[config.mk]
export PLATFORM = sky130hd
export DESIGN_NAME = pkt_sender_flat
export DESIGN_NICKNAME = d
export VERILOG_FILES = /design/src/rtl/nap_pkt_pkg.sv /design/src/rtl/t_data_stream.sv /design/src/rtl/pkt_sender_trigger_timer.sv /design/src/rtl/pkt_sender.sv /design/src/flat_wrapper.sv
export SDC_FILE = /design/constraint.sdc
export NUM_CORES = 1
export LEC_CHECK = 0
export CORE_ASPECT_RATIO = 1.1
export CORE_MARGIN = 1.5
export CORE_UTILIZATION = 25
export DETAILED_ROUTE_END_ITERATION = 10
export SKIP_CTS_REPAIR_TIMING = 1
export SLEW_MARGIN = 20
export SYNTH_ARGS = -nofsm -noshare
export SYNTH_HDL_FRONTEND = slang
export SYNTH_SLANG_ARGS = --single-unit
[constraint.sdc]
create_clock -name clk -period 2.7 [get_ports clk]
set_input_delay 0.405 -clock clk [delete_from_list [all_inputs] [get_ports clk]]
set_output_delay 0.405 -clock clk [all_outputs]
set_load 0.02 [all_outputs]
[src/rtl/nap_pkt_pkg.sv]
// Shared NAP packet definitions: beat field layout and sender FSM states.
// The receiver decodes beats using the same field constants.
package nap_pkt_pkg;

  localparam int SEQ_LSB  = 24;
  localparam int BEAT_LSB = 16;
  localparam int LEN_LSB  = 0;
  localparam int FIELD_W  = 8;
  localparam int LEN_W    = 16;

  typedef enum logic {
    IDLE = 1'b0,
    SEND = 1'b1
  } state_t;

endpackage

[src/rtl/t_data_stream.sv]
// NAP data-stream bundle: valid/ready handshake carrying data, destination
// address and start/end-of-packet markers.
interface t_DATA_STREAM #(
  parameter int DATA_W = 256,
  parameter int ADDR_W = 4
);

  logic              valid;
  logic              ready;
  logic [DATA_W-1:0] data;
  logic [ADDR_W-1:0] addr;
  logic              sop;
  logic              eop;

  modport tx (output valid, data, addr, sop, eop, input ready);
  modport rx (input valid, data, addr, sop, eop, output ready);

endinterface

[src/rtl/pkt_sender_trigger_timer.sv]
// Periodic trigger source: a down-counter that pulses timer_tick for one
// cycle every AUTO_PERIOD cycles. AUTO_PERIOD = 0 disables it entirely.
module trigger_timer #(
  parameter int AUTO_PERIOD = 0
) (
  input  logic clk,
  input  logic resetn,
  output logic timer_tick
);

  generate
    if (AUTO_PERIOD == 0) begin : g_off
      // Clock and reset are not needed when the timer is disabled.
      logic unused_inputs;
      assign unused_inputs = &{1'b0, clk, resetn};
      assign timer_tick    = 1'b0;
    end else begin : g_on
      localparam int CNT_W = (AUTO_PERIOD > 1) ? $clog2(AUTO_PERIOD) : 1;
      localparam logic [CNT_W-1:0] RELOAD = CNT_W'(AUTO_PERIOD - 1);

      logic [CNT_W-1:0] cnt_q;

      // Count down to zero, then reload on the same cycle the tick fires.
      always_ff @(posedge clk or negedge resetn) begin
        if (!resetn) begin
          cnt_q <= '0;
        end else if (cnt_q == '0) begin
          cnt_q <= RELOAD;
        end else begin
          cnt_q <= cnt_q - 1'b1;
        end
      end

      assign timer_tick = (cnt_q == '0);
    end
  endgenerate

endmodule

[src/rtl/pkt_sender.sv]
// NAP packet sender: on a trigger (send pulse or periodic timer) emits one
// PKT_BEATS-long packet to DEST_ADDR. Every beat carries the packet sequence
// number, its beat index and the packet length so the far end can count.
module pkt_sender
  import nap_pkt_pkg::*;
#(
  parameter int DATA_W      = 256,
  parameter int ADDR_W      = 4,
  parameter int DEST_ADDR   = 0,
  parameter int PKT_BEATS   = 4,
  parameter int AUTO_PERIOD = 0
) (
  input  logic        clk,
  input  logic        resetn,
  input  logic        send,
  output logic        busy,
  output logic [31:0] pkt_count,
  t_DATA_STREAM.tx    tx
);

  localparam logic [FIELD_W-1:0] LAST_IDX = FIELD_W'(PKT_BEATS - 1);
  localparam logic [ADDR_W-1:0]  DEST     = ADDR_W'(DEST_ADDR);

  // Assemble one beat: sequence, beat index and length; all other bits zero.
  function automatic logic [DATA_W-1:0] beat_data(input logic [FIELD_W-1:0] seq,
                                                  input logic [FIELD_W-1:0] idx);
    logic [DATA_W-1:0] d;
    d                       = '0;
    d[SEQ_LSB  +: FIELD_W]  = seq;
    d[BEAT_LSB +: FIELD_W]  = idx;
    d[LEN_LSB  +: LEN_W]    = LEN_W'(PKT_BEATS);
    return d;
  endfunction

  state_t             state_q, state_d;
  logic               valid_q, valid_d;
  logic               sop_q, sop_d;
  logic               eop_q, eop_d;
  logic [DATA_W-1:0]  data_q, data_d;
  logic [ADDR_W-1:0]  addr_q, addr_d;
  logic [FIELD_W-1:0] idx_q, idx_d;
  logic [FIELD_W-1:0] seq_q, seq_d;
  logic               pending_q, pending_d;
  logic [31:0]        count_q, count_d;
  logic               timer_tick;
  logic               trig;
  logic               xfer;

  trigger_timer #(
    .AUTO_PERIOD (AUTO_PERIOD)
  ) u_timer (
    .clk        (clk),
    .resetn     (resetn),
    .timer_tick (timer_tick)
  );

  assign trig = send | timer_tick;
  assign xfer = valid_q & tx.ready;

  // Register all FSM state and the registered tx outputs.
  always_ff @(posedge clk or negedge resetn) begin
    if (!resetn) begin
      state_q   <= IDLE;
      valid_q   <= 1'b0;
      sop_q     <= 1'b0;
      eop_q     <= 1'b0;
      data_q    <= '0;
      addr_q    <= '0;
      idx_q     <= '0;
      seq_q     <= '0;
      pending_q <= 1'b0;
      count_q   <= '0;
    end else begin
      state_q   <= state_d;
      valid_q   <= valid_d;
      sop_q     <= sop_d;
      eop_q     <= eop_d;
      data_q    <= data_d;
      addr_q    <= addr_d;
      idx_q     <= idx_d;
      seq_q     <= seq_d;
      pending_q <= pending_d;
      count_q   <= count_d;
    end
  end

  // Next-state logic: launch a packet from IDLE, advance beats in SEND and
  // remember a single trigger that arrives while a packet is in flight.
  always_comb begin
    state_d   = state_q;
    valid_d   = valid_q;
    sop_d     = sop_q;
    eop_d     = eop_q;
    data_d    = data_q;
    addr_d    = addr_q;
    idx_d     = idx_q;
    seq_d     = seq_q;
    pending_d = pending_q;
    count_d   = count_q;
    case (state_q)
      IDLE: begin
        if (trig || pending_q) begin
          state_d   = SEND;
          valid_d   = 1'b1;
          sop_d     = 1'b1;
          eop_d     = (LAST_IDX == '0);
          idx_d     = '0;
          data_d    = beat_data(seq_q, '0);
          addr_d    = DEST;
          pending_d = 1'b0;
        end
      end
      SEND: begin
        if (trig) begin
          pending_d = 1'b1;
        end
        if (xfer) begin
          if (idx_q == LAST_IDX) begin
            state_d = IDLE;
            valid_d = 1'b0;
            sop_d   = 1'b0;
            eop_d   = 1'b0;
            seq_d   = seq_q + 8'd1;
            count_d = count_q + 32'd1;
          end else begin
            idx_d  = idx_q + 8'd1;
            sop_d  = 1'b0;
            eop_d  = ((idx_q + 8'd1) == LAST_IDX);
            data_d = beat_data(seq_q, idx_q + 8'd1);
          end
        end
      end
      default: state_d = IDLE;
    endcase
  end

  assign tx.valid  = valid_q;
  assign tx.sop    = sop_q;
  assign tx.eop    = eop_q;
  assign tx.data   = data_q;
  assign tx.addr   = addr_q;
  assign busy      = (state_q == SEND);
  assign pkt_count = count_q;

endmodule

[src/flat_wrapper.sv]
// flat-port wrapper written by rule: the top's interface ports become plain ports
module pkt_sender_flat import nap_pkt_pkg::*;
#(
  parameter int DATA_W      = 256,
  parameter int ADDR_W      = 4,
  parameter int DEST_ADDR   = 0,
  parameter int PKT_BEATS   = 4,
  parameter int AUTO_PERIOD = 0
)
  (clk, resetn, send, busy, pkt_count, tx_valid, tx_data, tx_addr, tx_sop, tx_eop, tx_ready);
  t_DATA_STREAM #(.DATA_W(DATA_W), .ADDR_W(ADDR_W)) tx_i ();
  input  logic clk;
  input  logic resetn;
  input  logic send;
  output logic busy;
  output logic [31:0] pkt_count;
  output wire logic [$bits(tx_i.valid)-1:0] tx_valid;
  output wire logic [$bits(tx_i.data)-1:0] tx_data;
  output wire logic [$bits(tx_i.addr)-1:0] tx_addr;
  output wire logic [$bits(tx_i.sop)-1:0] tx_sop;
  output wire logic [$bits(tx_i.eop)-1:0] tx_eop;
  input wire logic [$bits(tx_i.ready)-1:0] tx_ready;
  assign tx_valid = tx_i.valid;
  assign tx_data = tx_i.data;
  assign tx_addr = tx_i.addr;
  assign tx_sop = tx_i.sop;
  assign tx_eop = tx_i.eop;
  assign tx_i.ready = tx_ready;
  pkt_sender #(.DATA_W(DATA_W), .ADDR_W(ADDR_W), .DEST_ADDR(DEST_ADDR), .PKT_BEATS(PKT_BEATS), .AUTO_PERIOD(AUTO_PERIOD)) u_core (.clk(clk), .resetn(resetn), .send(send), .busy(busy), .pkt_count(pkt_count), .tx(tx_i));
endmodule
# Word level (Yosys, flattened, before mapping)
# Cells that the tools add are included.
# op_classes
n_addsub	3
multipliers	0
div	0
n_lt_le_gt_ge	0
eq_ne	7
n_shift	0
n_mux	24
bitwise	2
reduce_logical	6
# op_table
operator	count
$mux 256	3
$pmux 256 s2	1
$add 32x1->32 const B	1
$mux 8	3
$add 8x1->8 const B	2
$eq 8x2->1 const B	2
$pmux 8 s2	1
$mux 1	11
$pmux 1 s2	5
$reduce_and 3->1	3
$ne 2x2->1 const B	4
$reduce_and 2->1	2
$ne 2x1->1 const B	1
$and 1x1->1	1
$logic_or 1x1->1	1
$not 1->1	1
# totals
register_bits	309
latchBits	0
ramBits	0
mem_bits_ro	0
in_bits	4
out_inout_bits	296
word_cells	51
n_memories	0

# Logic depth before layout (Yosys ltp)
# Gate-level depths: netlist (run 1).
# logic_depth
ltp_word	5
mapped_depth	9
ltp_nobuf	6

# Cells and area by module
# Synthesis (run 1) repeated with hierarchy kept, for this count alone.
# unflattened
cells_unflattened	507
area_unflattened_um2	4660.7
# by_module_without_submodules
module	n_inst	cells_each	area_per_inst_um2	seq_area_each_um2
pkt_sender	1	505	4649.5	1551.5
trigger_timer	1	2	11.3	0.0

# Least setup slack after synthesis (run 1)
# No wires, ideal clock.
# synth_path
kind	flip-flop to flip-flop
from	reg u_core.idx_q[0]
to	reg u_core.data_q[29], in the netlist u_core.tx.data[29]
setup_ns	0.125
arrival_ns	2.130
required_time_ns	2.575
path_slack_ns	0.445
path_stages_with_launch	9
path_buffers	3
period_less_slack_ns	2.255
path_cell_list	dfrtp_1 -> ha_1 -> clkbuf_2 -> nor4b_4 -> a21o_2 -> o21a_1 -> clkbuf_1 -> buf_2 -> mux2_2
# synth_via
elab_chain_len	3
# synth_lines
element	line_no	source
start: declaration	pkt_sender.sv:41	logic [FIELD_W-1:0] idx_q, idx_d;
start signal: assignment	pkt_sender.sv:80	idx_q <= idx_d;
$eq 8x2->1	pkt_sender.sv:118	if (idx_q == LAST_IDX) begin
$ne 2x2->1 (no source line)	-	
$reduce_and 3->1 (no source line)	-	
end signal: assignment	pkt_sender.sv:78	data_q <= data_d;
end: declaration	pkt_sender.sv:39	logic [DATA_W-1:0] data_q, data_d;
# No other way between the ends.
# A chain may end at the register's enable or synchronous reset.

# Worst setup path after layout (run 1)
# layout_path
from	reg u_core.idx_q[0]
to	reg u_core.count_q[27], in the netlist u_core.pkt_count[27]
# layout_via
elab_chain_len	2
# layout_lines
element	line_no	source
$eq 8x2->1	pkt_sender.sv:118	
$reduce_and 3->1 (no source line)	-	
end signal: assignment	pkt_sender.sv:83	count_q <= count_d;
end: declaration	pkt_sender.sv:44	logic [31:0] count_q, count_d;
# No other way between the ends.

==> results_dict.tcl, run 1 <==
set metrics [dict create \
    antenna_cells 0 \
    grt_use_met3_pct 2.830 \
    dieArea_sq_um 19650 \
    h-tree-depth 3 \
    critPathMaxFanout 11 \
    peakVddDrop_uv 361.9 \
    hold_violations 0 \
    syn-instance-count 500 \
    crit_family "simple AND/OR/NAND/NOR gates" \
    synth-seq-area-share_pct 32.99 \
    crit_arrival_ns 2.52 \
    maxSlewViolCount 0 \
    finalSetupViolCount 0 \
    maxCapViolations 0 \
    drt_iter0_drc 40 \
    finalNetCount 572 \
    seqCellArea_sq_um 1551 \
    grt_pass1_vias 2155 \
    ys_warn_count 0 \
    clkSinkCount 62 \
    postRouteAntennaNets 0 \
    slowest_stage "or4_4" \
    synth_edf_count 0 \
    dieWidth_um 133.8 \
    fill_cells 1996 \
    grt_max_degree 38 \
    start_kind "flip-flop" \
    use_met1_pct 10.14 \
    worst_pin_slew_ns 0.7101 \
    rr_worst_depth 6 \
    initial_core_util_pct 25.54 \
    path_class "flip-flop to flip-flop" \
    core-area_sq_um 18410 \
    fmax_ghz 0.4395 \
    vias_per_cell 3.404 \
    power.density_nw_per_um2 687.1 \
    postSynthAreaPerCell_sq_um 9.407 \
    area_delta_synth_final_pct 5.028 \
    yosys.area.top_type_share_pct 38.79 \
    worstHoldPathType "input pin to asynchronous set/reset pin" \
    place_congestion 0.7912 \
    multi_input_area_sq_um 2152 \
    via_count 2757 \
    io-pin-count 300 \
    cts_buffers 9 \
    rows 52 \
    skew_ns 0.007999 \
    p_leak_uw 0.002461 \
    cp.buffers_inverters 0 \
    portBuffers 56 \
    overflow 0 \
    ys.flop_type "dfrtp_1" \
    period_share_pct 84.26 \
    dpl_cell_area_sq_um 4662 \
    drcViolationCount 0 \
    final_cells 810 \
    maxSlewHeadroom_pct 52.66 \
    path_clk_slew_ns 0.05 \
    dieHeight_um 146.9 \
    dr.pass1.iters 4 \
    synth_area_leaders "buf_4 (39%), dfrtp_1 (33%), xnor2_1 (5.0%)" \
    rsz0062_at_grt "false" \
    clk_latency_ns 0.32 \
    cts_buffer_depth 2 \
    use_met2_pct 13.94 \
    busiest_layer "met2" \
    grt_usage_pct 8.296 \
    outcome "completed" \
    final_area_sq_um 4940 \
    drive_gt1_share_pct 7.231 \
    cp_slowest_stage_delay_ns 0.65 \
    ys_top_cells_by_count "buf_4 (243), dfrtp_1 (62), xnor2_1 (27)" \
    cp_cell_sequence "ha_1 > nor4b_4 > nand2_1 > or4_4 > nor4_1 > xor2_1" \
    yosys.area.top_type "buf_4" \
    synthArstFlopShare_pct 100.0 \
    yosysMostFrequentCell "buf_4" \
    yosys.cell_types.count 38 \
    wire_per_inst_um 10.42 \
    antenna_found_initial 0 \
    placedCellCount 796 \
    clockRootBuffer "clkbuf_16" \
    syn_area_sq_um 4703 \
    crit_cells 6 \
    end_kind "flip-flop" \
    fin_setup_tns_ns 0 \
    ys_ff_latch 62 \
    cts_tree "built" \
    grt_pass1_wl_mm 12.52 \
    routed_wl_mm 8.443 \
    period_minus_slack_ns 2.275 \
    place_hpwl_mm 6.554 \
    required_ns 2.94 \
]
placed cells by master (no fill, tap or decap), types with 2 or more instances in the layout:
master / synthesis / layout
o31ai_1: 4 / 4
xnor2_1: 27 / 27
and3_1: 8 / 8
o21ai_0: 8 / 8
clkdlybuf4s50_1: 0 / 55
nor3_1: 9 / 9
a21o_2: 2 / 2
nand2_1: 22 / 22
nand4_1: 21 / 21
xor2_1: 16 / 16
mux2_2: 10 / 10
and2_1: 4 / 4
dfrtp_1: 62 / 62
clkinv_2: 0 / 3
and4_1: 3 / 3
buf_4: 243 / 8
nor2b_1: 3 / 3
clkbuf_16: 0 / 9
nand3_1: 11 / 11
inv_1: 5 / 5
conb_1: 1 / 243
ha_1: 4 / 4
a31oi_1: 2 / 2
nor2_1: 11 / 11
layout make-up:
| type | instances | area share, % |
|---|---|---|
| clock buffer | 9 | 4.559 |
| inverter | 5 | 0.3799 |
| multi-input combinational | 421 | 43.57 |
| timing repair buffer | 65 | 12.87 |
| clock inverter | 5 | 1.064 |
| tap | 243 | 6.155 |
| sequential | 62 | 31.41 |
report_power, final:
part	internal [uW]	switching (uW)
combinational	377	735
sequential	1050	144
clock	698	390
per-layer routing:
| layer | routed length (um) | up-vias | share of wire, % |
|---|---|---|---|
| met5 | 0 | - | 0 |
| met4 | 42 | 0 | 0.50 |
| met3 | 720 | 6 | 8.5 |
| met2 | 4317 | 170 | 51 |
| met1 | 3362 | 1307 | 40 |
| li1 | - | 1274 | - |
through the flow:
stage / total power (uW) / setup WS, ns / util, % / hold WS (ns)
finish: 3394 / 0.4249 / 26.83 / 0.09294
global route: 3603 / 0.2450 / 26.83 / 0.1272
CTS: 3446 / 0.4290 / 26.83 / 0.1051
detailed placement: 2324 / 0.3285 / 25.32 / 0.4514
global placement: 2310 / 0.3096 / 25.32 / 0.4576
floorplan: 2239 / 0.4449 / - / 0.1094
flip-flops by register name, indices dropped and copies added (netlist names):
| signal | cells |
|---|---|
| u_core.tx.eop | 1 |
| u_core.seq_q | 8 |
| u_core.pkt_count | 32 |
| u_core.tx.data | 10 |
| u_core.tx.sop | 1 |
| u_core.busy | 1 |
| u_core.tx.valid | 1 |
| u_core.pending_q | 1 |
| u_core.idx_q | 7 |
logic make-up after synthesis:
family	share of synthesized area (%)
buf+inv	40.70
flops	32.99
other cells	0.07973
compound gates	2.740
fa+ha+maj	1.064
mux	2.394
simple gates	12.02
xor+xnor	8.007
path summary, 6_finish.rpt:
path	from	slack (ns)	endpoint
min	resetn	0.09	u_core.tx.data[25]
max	u_core.idx_q[0]	0.42	u_core.pkt_count[27]
max in group asynchronous	resetn	1.98	u_core.pkt_count[20]
max reg2reg	u_core.idx_q[0]	0.42	u_core.pkt_count[27]
min reg2reg	u_core.pkt_count[31]	0.46	u_core.pkt_count[31]
min in group clk	u_core.pkt_count[31]	0.46	u_core.pkt_count[31]
worst register-to-register path, cell delays in order, from the launching register on:
cell,delay [ns]
dfrtp_1,0.43
ha_1,0.21
nor4b_4,0.23
nand2_1,0.14
or4_4,0.65
nor4_1,0.37
xor2_1,0.17
(Power assumes the default switching activity.)
==> inputs of run 2 (changes only) <==
==> constraint.sdc (replaced) <==
create_clock -name clk -period 2.2 [get_ports clk]
set_input_delay 0.33 -clock clk [delete_from_list [all_inputs] [get_ports clk]]
set_output_delay 0.33 -clock clk [all_outputs]
set_load 0.02 [all_outputs]
==> run 2 against run 1 <==
- count of clock-buffer cells in the layout unchanged
- non-clock buffer count rose by 13
- fmax up 11%
- sequential share of layout area is 1.0 points lower
- hold slack got worse by 0.088 ns
- register-to-register slack worse by 0.28 ns
- sequential power increased by 21%
- via count is 0.36% higher
- routed wire length down 1.2%
- setup slack worse by 0.28 ns
==> results_dict.tcl, run 2 (synthesized netlist as in run 1, its figures left out) <==
set metrics [dict create \
    fin_setup_tns_ns 0 \
    io-pin-count 300 \
    core-area_sq_um 18410 \
    initial_core_util_pct 25.54 \
    portBuffers 56 \
    rsz0062_at_grt "false" \
    outcome "completed" \
    overflow 0 \
    grt_usage_pct 8.299 \
    busiest_layer "met2" \
    worst_pin_slew_ns 0.5983 \
    area_delta_synth_final_pct 8.726 \
    grt_use_met3_pct 2.968 \
    power.total_uw 4464 \
    drive_gt1_share_pct 10.48 \
    cts_tree "built" \
    vias_per_cell 3.354 \
    antenna_cells 0 \
    antenna_found_initial 0 \
    final_cell_mix "conb_1 (243), dfrtp_1 (60), clkdlybuf4s50_1 (55)" \
    dieWidth_um 133.8 \
    place_hpwl_mm 6.639 \
    required_ns 2.45 \
    grt_pass1_wl_mm 12.69 \
    maxSlewHeadroom_pct 60.11 \
    drcViolationCount 0 \
    maxCapViolations 0 \
    path_class "flip-flop to flip-flop" \
    dr.pass1.iters 4 \
    drt_iter0_drc 77 \
    critPathMaxFanout 7 \
    placedCellCount 809 \
    clk_latency_ns 0.33 \
    wire_per_inst_um 10.12 \
    final_common_cell "conb_1" \
    crit_arrival_ns 2.30 \
    rows 52 \
    grt_max_degree 39 \
    power.density_nw_per_um2 872.9 \
    finalSetupViolCount 0 \
    use_met2_pct 13.99 \
    h-tree-depth 3 \
    fmax_ghz 0.4876 \
    dieArea_sq_um 19650 \
    peakVddDrop_uv 495.2 \
    end_kind "flip-flop" \
    period_share_pct 93.22 \
    clockRootBuffer "clkbuf_16" \
    final_cells 825 \
    largest_reg_flops 32 \
    via_count 2767 \
    p_leak_uw 0.002543 \
    dieHeight_um 146.9 \
    fill_cells 1991 \
    start_kind "flip-flop" \
    path_clk_slew_ns 0.06 \
    hold_violations 0 \
    cts_buffer_depth 2 \
    maxSlewViolCount 0 \
    use_met1_pct 9.931 \
    place_congestion 0.7772 \
    grt_pass1_vias 2327 \
    finalNetCount 585 \
    worstHoldPathType "input pin to asynchronous set/reset pin" \
    clkSinkCount 62 \
    cts_buffers 9 \
    routed_wl_mm 8.345 \
    period_minus_slack_ns 2.051 \
    postRouteAntennaNets 0 \
    skew_ns 0.008114 \
]
## run 2: cell count changes in the layout (fill, tap and decap cells not counted), moves of 2 or more
cell	delta
buf_4	+12
inv_6	+4
clkinv_2	-3
dfrtp_1	-2
dfrtp_2	+2
## run 2: layout make-up
class / count / area, sq um / area share [%]
multi-input combinational: 421 / 2163 / 42.30
sequential: 62 / 1554 / 30.39
timing repair buffer: 78 / 745.7 / 14.58
tap: 243 / 304.0 / 5.946
clock buffer: 9 / 225.2 / 4.404
clock inverter: 7 / 102.6 / 2.006
inverter: 5 / 18.77 / 0.3670
## run 2: power breakdown
group          switching [uW]  internal [uW]
logic                     933            530
clock network             557           1010
registers                 145           1290
## run 2: metal layers
| metal | wire [um] | share of wire (%) |
|---|---|---|
| met1 | 3284 | 39 |
| met2 | 4229 | 51 |
| met3 | 761 | 9.1 |
| met4 | 70 | 0.84 |
| met5 | 0 | 0 |
## run 2: critical path, cell delays in order, from the launching register on
cell and delay, ns:
dfrtp_2 0.36, ha_2 0.18, nor4b_4 0.23, nand2_2 0.11
or4_4 0.57, buf_4 0.19, nor3_2 0.16, xor2_1 0.16
## run 2: final timing paths
check / start / cells past startpoint / slack, ns / to
max in group asynchronous: resetn / 2 / 1.57 / u_core.pkt_count[26]
hold reg to reg: u_core.seq_q[7] / 1 / 0.47 / u_core.seq_q[7]
hold / removal: resetn / 1 / 0.005 / u_core.tx.data[2]
setup reg to reg: u_core.idx_q[0] / 7 / 0.15 / u_core.pkt_count[21]
min in group clk: u_core.seq_q[7] / 1 / 0.47 / u_core.seq_q[7]
setup / recovery: u_core.idx_q[0] / 7 / 0.15 / u_core.pkt_count[21]
## run 2: per-stage QoR
stage               area, sq um  setup slack, ns  util, %  hold WS (ns)
finish                     5114           0.1493    27.77      0.005267
global route               5114          0.01102    27.77       0.03837
CTS                        5102          0.06828    27.71       0.01376
detailed placement         4775          0.01625    25.93        0.3779
global placement           4775          0.01212    25.93        0.3714
floorplan                  5615          0.03769        -       0.03441
